File: src/rtl/convolution_pkg.sv
// Shared types and default widths for the convolution accumulate/write path.
package convolution_pkg;

    localparam int unsigned DATA_WIDTH_DEF      = 8;
    localparam int unsigned DATA_WIDTH_ADDR_DEF = 5;
    localparam int unsigned ACC_WIDTH           = 2 * DATA_WIDTH_DEF + DATA_WIDTH_ADDR_DEF;
    localparam int unsigned ZADDR_WIDTH         = DATA_WIDTH_ADDR_DEF + 1;

    typedef enum logic [1:0] {
        IDLE = 2'd0,
        RUN  = 2'd1,
        DONE = 2'd2
    } state_t;

    typedef struct packed {
        logic valid;
        logic first;
        logic last;
    } strobe_flags_t;

endpackage

File: src/rtl/convolution_strobe_delay.sv
// Delays the term strobes and output index so they line up with the memory read data.
module convolution_strobe_delay
    import convolution_pkg::*;
#(
    parameter int unsigned READ_LAT = 2,
    parameter int unsigned K_WIDTH  = ZADDR_WIDTH
) (
    input  logic               clk,
    input  logic               rst,
    input  logic               clr,
    input  logic               valid,
    input  logic               first,
    input  logic               last,
    input  logic [K_WIDTH-1:0] k,
    output logic               valid_d,
    output logic               first_d,
    output logic               last_d,
    output logic [K_WIDTH-1:0] k_d
);

    strobe_flags_t      flags_q [READ_LAT];
    logic [K_WIDTH-1:0] k_q     [READ_LAT];

    always_ff @(posedge clk) begin
        if (rst || clr) begin
            for (int i = 0; i < int'(READ_LAT); i++) begin
                flags_q[i] <= '0;
                k_q[i]     <= '0;
            end
        end else begin
            flags_q[0] <= '{valid: valid, first: first, last: last};
            k_q[0]     <= k;
            for (int i = 1; i < int'(READ_LAT); i++) begin
                flags_q[i] <= flags_q[i-1];
                k_q[i]     <= k_q[i-1];
            end
        end
    end

    assign valid_d = flags_q[READ_LAT-1].valid;
    assign first_d = flags_q[READ_LAT-1].first;
    assign last_d  = flags_q[READ_LAT-1].last;
    assign k_d     = k_q[READ_LAT-1];

endmodule

File: src/rtl/convolution_accum_write.sv
// Multiplies aligned X/Y read data, accumulates per output index k and issues one Z write per k.
module convolution_accum_write
    import convolution_pkg::*;
#(
    parameter int unsigned DATA_WIDTH      = DATA_WIDTH_DEF,
    parameter int unsigned DATA_WIDTH_ADDR = DATA_WIDTH_ADDR_DEF,
    parameter int unsigned READ_LAT        = 2
) (
    input  logic                                    clk,
    input  logic                                    rst,
    input  logic                                    start_i,
    input  logic [DATA_WIDTH_ADDR:0]                numZ_i,
    input  logic                                    term_valid_i,
    input  logic                                    term_first_i,
    input  logic                                    term_last_i,
    input  logic [DATA_WIDTH_ADDR:0]                k_i,
    input  logic [DATA_WIDTH-1:0]                   dataX_i,
    input  logic [DATA_WIDTH-1:0]                   dataY_i,
    output logic [2*DATA_WIDTH+DATA_WIDTH_ADDR-1:0] dataZ_o,
    output logic [DATA_WIDTH_ADDR:0]                addrZ_o,
    output logic                                    writeZ_o,
    output logic                                    busy_o,
    output logic                                    done_o
);

    localparam int unsigned PROD_W = 2 * DATA_WIDTH;
    localparam int unsigned ACC_W  = 2 * DATA_WIDTH + DATA_WIDTH_ADDR;
    localparam int unsigned ZA_W   = DATA_WIDTH_ADDR + 1;

    state_t            state;
    logic [ZA_W-1:0]   numz_q;
    logic [ZA_W-1:0]   wcnt;

    logic              d_valid;
    logic              d_first;
    logic              d_last;
    logic [ZA_W-1:0]   d_k;

    logic [PROD_W-1:0] prod;
    logic              s_valid;
    logic              s_first;
    logic              s_last;
    logic [ZA_W-1:0]   s_k;
    logic [ACC_W-1:0]  acc;
    logic [ACC_W-1:0]  acc_next_c;
    logic              clr_c;

    // Nothing flows through the pipeline outside a run.
    assign clr_c = (state == IDLE);

    convolution_strobe_delay #(
        .READ_LAT (READ_LAT),
        .K_WIDTH  (ZA_W)
    ) u_strobe_delay (
        .clk     (clk),
        .rst     (rst),
        .clr     (clr_c),
        .valid   (term_valid_i),
        .first   (term_first_i),
        .last    (term_last_i),
        .k       (k_i),
        .valid_d (d_valid),
        .first_d (d_first),
        .last_d  (d_last),
        .k_d     (d_k)
    );

    // The write value is taken from the same sum that updates acc, so a following first term cannot disturb it.
    assign acc_next_c = s_first ? ACC_W'(prod) : acc + ACC_W'(prod);

    always_ff @(posedge clk) begin
        if (rst || clr_c) begin
            prod     <= '0;
            s_valid  <= 1'b0;
            s_first  <= 1'b0;
            s_last   <= 1'b0;
            s_k      <= '0;
            acc      <= '0;
            wcnt     <= '0;
            writeZ_o <= 1'b0;
            dataZ_o  <= '0;
            addrZ_o  <= '0;
        end else begin
            writeZ_o <= 1'b0;
            if (d_valid) begin
                prod <= PROD_W'(dataX_i) * PROD_W'(dataY_i);
            end
            s_valid <= d_valid;
            s_first <= d_first;
            s_last  <= d_last;
            s_k     <= d_k;
            if (s_valid) begin
                acc <= acc_next_c;
                if (s_last) begin
                    writeZ_o <= 1'b1;
                    dataZ_o  <= acc_next_c;
                    addrZ_o  <= s_k;
                    wcnt     <= wcnt + ZA_W'(1);
                end
            end
        end
    end

    // Run control: done_o lands the cycle after the final write because wcnt updates with writeZ_o.
    always_ff @(posedge clk) begin
        if (rst) begin
            state  <= IDLE;
            numz_q <= '0;
            busy_o <= 1'b0;
            done_o <= 1'b0;
        end else begin
            done_o <= 1'b0;
            case (state)
                IDLE: begin
                    if (start_i) begin
                        state  <= RUN;
                        numz_q <= numZ_i;
                        busy_o <= 1'b1;
                    end
                end
                RUN: begin
                    if (wcnt == numz_q) begin
                        state  <= DONE;
                        busy_o <= 1'b0;
                        done_o <= 1'b1;
                    end
                end
                DONE: begin
                    state <= IDLE;
                end
                default: begin
                    state  <= IDLE;
                    busy_o <= 1'b0;
                end
            endcase
        end
    end

endmodule

File: config.mk
export PLATFORM = sky130hd
export DESIGN_NAME = convolution_accum_write
export DESIGN_NICKNAME = d
export VERILOG_FILES = /design/src/rtl/convolution_pkg.sv /design/src/rtl/convolution_strobe_delay.sv /design/src/rtl/convolution_accum_write.sv
export SDC_FILE = /design/constraint.sdc
export NUM_CORES = 1
export LEC_CHECK = 0
export CAP_MARGIN = 20
export CORE_MARGIN = 3
export CORE_UTILIZATION = 56
export DETAILED_ROUTE_END_ITERATION = 16
export PLACE_DENSITY_LB_ADDON = 0.15
export SYNTH_ARGS = -nofsm -noshare
export SYNTH_HDL_FRONTEND = slang
export SYNTH_SLANG_ARGS = --single-unit
File: constraint.sdc
create_clock -name clk -period 6.2 [get_ports clk]
set_input_delay 1.24 -clock clk [delete_from_list [all_inputs] [get_ports clk]]
set_output_delay 1.24 -clock clk [all_outputs]
set_load 0.05 [all_outputs]
* Word-level counts from Yosys, hierarchy flattened *
Memory sizes are Yosys's and may differ from the RTL's. A register that Yosys moved wholly into a read port is not among the register bits.
Index checks and enable logic that the tools add are counted.

cells by class
  $add $sub $neg = 2
  multipliers = 1
  eq/ne operators = 5
  multiplexer cells = 16
  bitwise gates (word level) = 7
  reductions and logical operators = 8

operator list
  kind                                                                   count
  21-bit by 16-bit adder with 21-bit output                              1
  21-bit 2-to-1 mux                                                      1
  8-bit by 8-bit multiplier with 16-bit output                           1
  6-bit 2-to-1 mux                                                       2
  1-bit 2-to-1 mux                                                       7
  6-bit by 1-bit adder with 6-bit output, second input constant          1
  6-bit equality test                                                    1
  3-bit 2-to-1 mux                                                       2
  2-bit AND reduction                                                    3
  2-bit 2-to-1 mux                                                       2
  2-bit != test, second input constant                                   2
  1-bit OR                                                               4
  2-bit one-hot mux with 2 select lines                                  1
  2-bit OR reduction                                                     2
  1-bit NOT                                                              3
  1-bit one-hot mux with 3 select lines                                  1
  3-bit AND reduction                                                    1
  2-bit by 1-bit equality test with 1-bit output, second input constant  1
  2-bit equality test, second input constant                             1
  2-bit zero test                                                        1
  1-bit logical OR                                                       1

storage, ports and cells
  register bits after elaboration = 84
  memory bits (writable) = 18
  input port bits = 34
  output and inout bits = 30
  logic and storage cells = 54
  memories kept = 2

memories
  name                    words  bits a word  rd ports  clocked after Yosys merged registers in  wr ports  line                            text
  u_strobe_delay.k_q      2      6            2         1                                        2         convolution_strobe_delay.sv:22  logic [K_WIDTH-1:0] k_q [READ_LAT];
  u_strobe_delay.flags_q  2      3            2         0                                        2         convolution_strobe_delay.sv:21  strobe_flags_t flags_q [READ_LAT];

* Logic depth before layout (Yosys ltp) *
Gate-level depths: netlist (run 1).

  depth in word-level cells = 5
  mapped depth = 17
  mapped depth without buffers = 17

* Modules after synthesis *
A second synthesis (run 1) with hierarchy kept.

second synthesis, totals
  cells, all modules = 789
  area, all modules = 6984.2 um^2

modules (own cells, without submodules)
  module                    instances  cells each  area an instance (um^2)  seq. area each (um^2)
  convolution_accum_write   1          743         6339.8                   1801.7
  convolution_strobe_delay  1          46          644.4                    360.3

* Least setup slack after synthesis (run 1) *
OpenSTA, ideal clock, no wires.

  kind = input -> register
  start = in dataX_i[0]
  end = reg prod[13]
  library setup time = 0.062 ns
  arrival time = 5.021 ns
  required time = 6.138 ns
  setup slack = 1.117 ns
  stages = 15
  path buffers = 0
  path through = nand2_1 > fa_1 > fa_1 > inv_1 > fa_1 > inv_1 > fa_1 > inv_1 > ha_1 > o21ai_0 > a21oi_1 > o41ai_2 > o21ai_0 > or4_1 > nand3_1

between the ends
  cells in the longest elaborated chain, start to end = 1

ends and longest elaborated chain
  element                                       line                           text
  from (decl)                                   convolution_accum_write.sv:17  input logic [DATA_WIDTH-1:0] dataX_i,
  8-bit by 8-bit multiplier with 16-bit output  convolution_accum_write.sv:86  prod <= PROD_W'(dataX_i) * PROD_W'(dataY_i);
  to (signal assigned)                          convolution_accum_write.sv:86
  to (decl)                                     convolution_accum_write.sv:39  logic [PROD_W-1:0] prod;

Every way passes these cells.
A chain may end at the register's enable or synchronous reset.

* Worst setup path after layout (run 1) *
Ends and elaborated chain as after synthesis.

==> results_dict.tcl, run 1 <==
set metrics [dict create \
    fmax_ghz 0.178 \
    core_area_sq_um 11600 \
    drv_slew 0 \
    hold_viol 0 \
    placementRows 39 \
    antennaDiodeCount 0 \
    min_from "u_strobe_delay.k_q[1][2]$_SDFF_PP0_" \
    rsz0062_at_grt "false" \
    hold_path_end "s_k[2]$_SDFF_PP0_" \
    top_usage_layer "met2" \
    final_common_cell "dfxtp_1" \
    track_usage_pct 20.5 \
    async_flop_share_pct 0 \
    synth-seq-cells 108 \
    totalWireLength_mm 12.9 \
    finClkSkew_ps 9.15 \
    synthFlopType "dfxtp_1" \
    synth_edf_count 0 \
    met3_usage_pct 3.66 \
    clock-sinks 108 \
    power.density_nw_per_um2 231 \
    htree_levels 3 \
    ys_warn_count 0 \
    grt_pass1_vias 4883 \
    grt_start_max_net_pins 51 \
    leakage_nw 3.18 \
    dieHeight_um 116 \
    cts-root-buf "clkbuf_16" \
    gp_congestion 0.892 \
    arrival_ps 5900 \
    reg2regPathDepth 10 \
    clk_pin_slew_ps 80 \
    synth_nets 869 \
    synth_top_family_by_area "adder cells" \
    cts_resized 0 \
    final_cell_mix "dfxtp_1, and2_1, nor2_1, clkdlybuf4s50_1, nand2_1" \
    cts_made_buffers 9 \
    hold_path_depth 1 \
    viasPerCell 5.35 \
    start_util_pct 58.2 \
    relSlewSlack_pct 34.6 \
    setup-violations-final 0 \
    cp-start-kind "primary input" \
    hold-worst-slack_ps 426 \
    hold_buffers 0 \
    dr.pass1.iters 4 \
    ys_seq_area_share_pct 32.1 \
    ant_nets 0 \
    drt_iter0_markers 233 \
    setup_tns_ps 0 \
    io_buffers 63 \
    netlist_area_sq_um 6730 \
    post-place-ws_ps 250 \
    cts_setup_buffers 0 \
    clk_latency_ps 350 \
    crit_path_max_fanout 8 \
    synth-simple-area-share_pct 19.9 \
    final_cells 944 \
    cts_buffer_depth 2 \
    vias 5050 \
    synth_compound_area_share_pct 14.0 \
    final_cell_area_sq_um 7790 \
    grt_first_pass_wirelength_mm 22.3 \
    grt.met1_usage_pct 27.0 \
    period_needed_ps 5610 \
    drive_above_1_share_pct 4.37 \
    nets 920 \
    ir_drop_mv 0.169 \
    overflow 0 \
    synth_cell_type_count 56 \
    wl_per_cell_um 13.7 \
    antenna_found_initial 0 \
    die-area_sq_um 13400 \
    final_core_util_pct 67.3 \
    reg2reg_from "prod[0]$_SDFFE_PP0P_" \
    worst_pin_slew_ps 979 \
    avgSynthCellArea_sq_um 9.03 \
    cts_tree "done" \
    drc 0 \
    hold_class "reg -> reg" \
    rrSetupSlack_ps 3600 \
    critical_path_class "in -> reg" \
    dp_hpwl_mm 9.94 \
    synth-adder-area-share_pct 20.9 \
    synthXorXnorAreaFrac_pct 4.56 \
    die_x_um 116 \
    fin_crit_sh_pct 90.5 \
    grtUsageMet2_pct 34.7 \
    dpl_cell_area_sq_um 7480 \
    synth_mux_area_share_pct 3.87 \
    maxCapViolations 0 \
    outcome "finished, final reports clean" \
    required_ps 6490 \
    cp-end-kind "register" \
    worst_slack_ps 588 \
    io_pins 64 \
    syn2layout_area_growth_pct 15.8 \
    syn_inst 745 \
    regToRegEndpoint "acc[20]$_SDFFE_PP0P_" \
    dp_cells 928 \
    power_mw 1.80 \
]
## power by group
part	total (mW)	switching [mW]	leakage, nW	internal, mW
combinational	0.528	0.292	2.16	0.236
sequential	0.708	0.00595	0.872	0.702
clock	0.565	0.278	0.148	0.287
## layout make-up
cell class / instances / area, sq um
Multi-Input combinational cell: 554 / 4270
Tap cell: 143 / 179
Timing Repair Buffer: 68 / 668
Fill cell: 949 / 3780
Clock buffer: 9 / 225
Clock inverter: 7 / 78.8
Sequential cell: 108 / 2160
Inverter: 55 / 206
## state kept, by name, indices dropped and copies added, names as in the netlist
name and flops:
s_k 6, busy_o 1, s_first 1, u_strobe_delay.k_q 12, writeZ_o 1, s_valid 1
acc 21, dataZ_o 21, prod 16, numz_q 6, s_last 1, state 2
u_strobe_delay.flags_q 6, done_o 1, addrZ_o 6, wcnt 6
## kinds of logic (layout without fill, tap and decap cells)
family | after synthesis | count (layout)
AOI/OAI and AO/OA | 143 | 143
xor gates and xnor gates | 35 | 35
adders and majority gates | 90 | 90
buffers and inverters | 83 | 139
DFF | 108 | 108
muxes | 26 | 26
and+or+nand+nor | 260 | 260
## cells in the mapped netlist, types with 2 or more instances
| cell type | instances | share of area, % |
|---|---|---|
| o21bai_1 | 3 | 0.33 |
| xnor2_1 | 16 | 2.1 |
| o21ai_0 | 38 | 2.8 |
| buf_1 | 6 | 0.33 |
| nor3_1 | 6 | 0.45 |
| nor4_1 | 3 | 0.28 |
| nor2b_1 | 3 | 0.28 |
| nor2_1 | 65 | 3.6 |
| a211oi_1 | 27 | 3.0 |
| nor3b_1 | 2 | 0.22 |
| clkbuf_1 | 22 | 1.2 |
| inv_1 | 55 | 3.1 |
| nand4_1 | 4 | 0.37 |
| nand2b_1 | 12 | 1.1 |
| nand2_1 | 59 | 3.3 |
| dfxtp_1 | 108 | 32 |
| a31oi_1 | 8 | 0.74 |
| a21oi_1 | 38 | 2.8 |
| nand3_1 | 6 | 0.45 |
| mux2i_1 | 26 | 3.9 |
| xor2_1 | 19 | 2.5 |
| fa_1 | 37 | 11 |
| nand3b_1 | 3 | 0.33 |
| and2_1 | 82 | 7.6 |
| and3_4 | 2 | 0.33 |
| ha_1 | 53 | 9.9 |
| a21o_1 | 5 | 0.56 |
| a311oi_1 | 2 | 0.26 |
| o21a_1 | 5 | 0.56 |
| or3_1 | 4 | 0.37 |
## per-layer routing
metal / vias up / wire length [um]
li1: 2600 / -
met1: 2370 / 6130
met2: 67 / 6270
met3: 13 / 338
met4: 0 / 165
met5: - / 0
## critical path, cell delays in order
cell	delay, ps
clkdlybuf4s50_1	620
nand2_1	120
fa_1	520
fa_1	540
inv_1	50
fa_1	520
inv_1	50
fa_1	520
inv_1	40
ha_1	320
o21ai_0	150
a21oi_1	90
o41ai_2	370
o21ai_0	190
or4_1	480
nand3_1	70
## worst max-delay path by stage
stage | startpoint | endpoint | slack (ps)
4_1_cts | dataX_i[0] | prod[13]$_SDFFE_PP0P_ | 600
2_1_floorplan | dataX_i[0] | prod[13]$_SDFFE_PP0P_ | 1120
3_5_place_dp | dataX_i[0] | prod[13]$_SDFFE_PP0P_ | 250
5_1_grt | dataX_i[0] | prod[13]$_SDFFE_PP0P_ | 340
6_report | dataX_i[0] | prod[13]$_SDFFE_PP0P_ | 590
3_3_place_gp | dataX_i[0] | prod[13]$_SDFFE_PP0P_ | 330
Note: power is estimated with default switching activity, not from simulation.
==> run 2: changes to the inputs <==
- ABC_CLOCK_PERIOD_IN_PS: default -> 6200
==> results of run 2 <==
Final layout, timing and power as in run 1 (identical DEF).
==> run 3: changes to the inputs <==
- CORE_MARGIN: 3 -> 2
==> results_dict.tcl, run 3 (synthesis gave the netlist of run 1 again) <==
set metrics [dict create \
    fillerInstances 986 \
    nets 921 \
    reg2regPathDepth 10 \
    cts_setup_buffers 0 \
    final_cell_mix "dfxtp_1, and2_1, nor2_1, clkdlybuf4s50_1, nand2_1" \
    relSlewSlack_pct 31.9 \
    clock-sinks 108 \
    power_mw 1.81 \
    grt_pass1_vias 4888 \
    vias 5039 \
    core_area_sq_um 11900 \
    die-area_sq_um 12900 \
    antennaDiodeCount 0 \
    power.density_nw_per_um2 232 \
    dp_hpwl_mm 10.1 \
    drv_slew 0 \
    crit_path_max_fanout 8 \
    fmax_ghz 0.178 \
    cts_buffer_depth 2 \
    fin_crit_sh_pct 90.6 \
    die_x_um 114 \
    slowest_stage "clkdlybuf4s50_1" \
    track_usage_pct 21.2 \
    hold_buffers 0 \
    cp_common_cell "fa_1" \
    ant_nets 0 \
    placementRows 40 \
    wl_per_cell_um 13.7 \
    worst_pin_slew_ps 1020 \
    ir_drop_mv 0.163 \
    drive_above_1_share_pct 4.49 \
    required_ps 6500 \
    cts_resized 0 \
    arrival_ps 5920 \
    cts-root-buf "clkbuf_16" \
    gp_congestion 0.871 \
    drc 0 \
    rsz0062_at_grt "false" \
    hold_class "reg -> reg" \
    path_cells "clkdlybuf4s50_1 -> nand2_1 -> fa_1 -> fa_1 -> inv_1 -> fa_1 -> inv_1 -> fa_1 -> inv_1 -> ha_1 -> o21ai_0 -> a21oi_1 -> o41ai_2 -> o21ai_0 -> or4_1 -> nand3_1" \
    overflow 0 \
    drt_iter0_markers 260 \
    grt_first_pass_wirelength_mm 22.3 \
    critical_path_class "in -> reg" \
    critPathMaxStageDelay_ps 600 \
    cp-start-kind "primary input" \
    outcome "finished, final reports clean" \
    period_needed_ps 5620 \
    final_cells 949 \
    io_buffers 63 \
    antenna_found_initial 0 \
    clk_latency_ps 350 \
    start_util_pct 56.7 \
    io_pins 64 \
    grt_start_max_net_pins 43 \
    cts_made_buffers 9 \
    dieHeight_um 114 \
    maxCapViolations 0 \
    dr.pass1.iters 6 \
    final_common_cell "dfxtp_1" \
    setup_tns_ps 0 \
    cts_tree "done" \
    regArea_sq_um 2160 \
    htree_levels 3 \
    dp_cells 933 \
    largest_registers "acc: 21 flops, dataZ_o: 21 flops, prod: 16 flops" \
    hold_viol 0 \
    hold_path_depth 1 \
    multiInputGateArea_sq_um 4270 \
    cp-end-kind "register" \
    viasPerCell 5.31 \
    syn2layout_area_growth_pct 16.0 \
    clk_pin_slew_ps 80 \
    leakage_nw 3.18 \
    finClkSkew_ps 6.05 \
    setup-violations-final 0 \
    totalWireLength_mm 13.0 \
]
-- run 3: cell count changes in the layout (fill, tap and decap cells not counted), sizes merged --
cell,change
buf,+1
clkinvlp,+1
inv,-1
-- run 3: critical path, delay by kind of cell --
kind                     cells  cell delay, ps
AO/OA/AOI/OAI                4             790
buffers and inverters        4             740
AND/OR/NAND/NOR              3             690
adder cells (fa/ha/maj)      5            2450
-- run 3: area by class of cell --
| type | instances | share of cell area, % |
|---|---|---|
| multi-input cells | 554 | 54.7 |
| clock inverters | 7 | 1.03 |
| inverters | 55 | 2.65 |
| clock buffers | 9 | 2.89 |
| well taps | 147 | 2.36 |
| repair buffers | 69 | 8.66 |
| flip-flops and latches | 108 | 27.7 |
-- run 3: path summary, 6_finish.rpt --
check,start,endpoint,slack [ps]
min,u_strobe_delay.flags_q[0][3]$_SDFF_PP0_,s_last$_SDFF_PP0_,430
max,dataY_i[7],prod[13]$_SDFFE_PP0P_,580
min reg2reg,u_strobe_delay.flags_q[0][3]$_SDFF_PP0_,s_last$_SDFF_PP0_,430
max reg2reg,prod[0]$_SDFFE_PP0P_,acc[20]$_SDFFE_PP0P_,3570
-- run 3: metrics by stage --
step | hold WS (ps) | util, % | area, sq um | worst slack, ps
floorplan | 406 | - | 6730 | 1120
global route | 437 | 65.8 | 7800 | 361
CTS | 430 | 65.8 | 7800 | 558
global placement | 409 | 63.2 | 7500 | 341
finish | 428 | 65.8 | 7800 | 582
detailed placement | 411 | 63.2 | 7500 | 154
-- run 3: per-layer routing --
metal  track usage [%]  wire [um]  up-vias
met4              6.91        267        0
met5                 0          0        -
met3              4.36        359       20
met2              36.2       6200       71
li1                  -          -     2614
met1              26.9       6170     2334
-- run 3: report_power, final --
part | internal, mW | switching (mW)
combinational | 0.237 | 0.296
sequential | 0.702 | 0.00610
clock | 0.287 | 0.282
total | 1.23 | 0.584
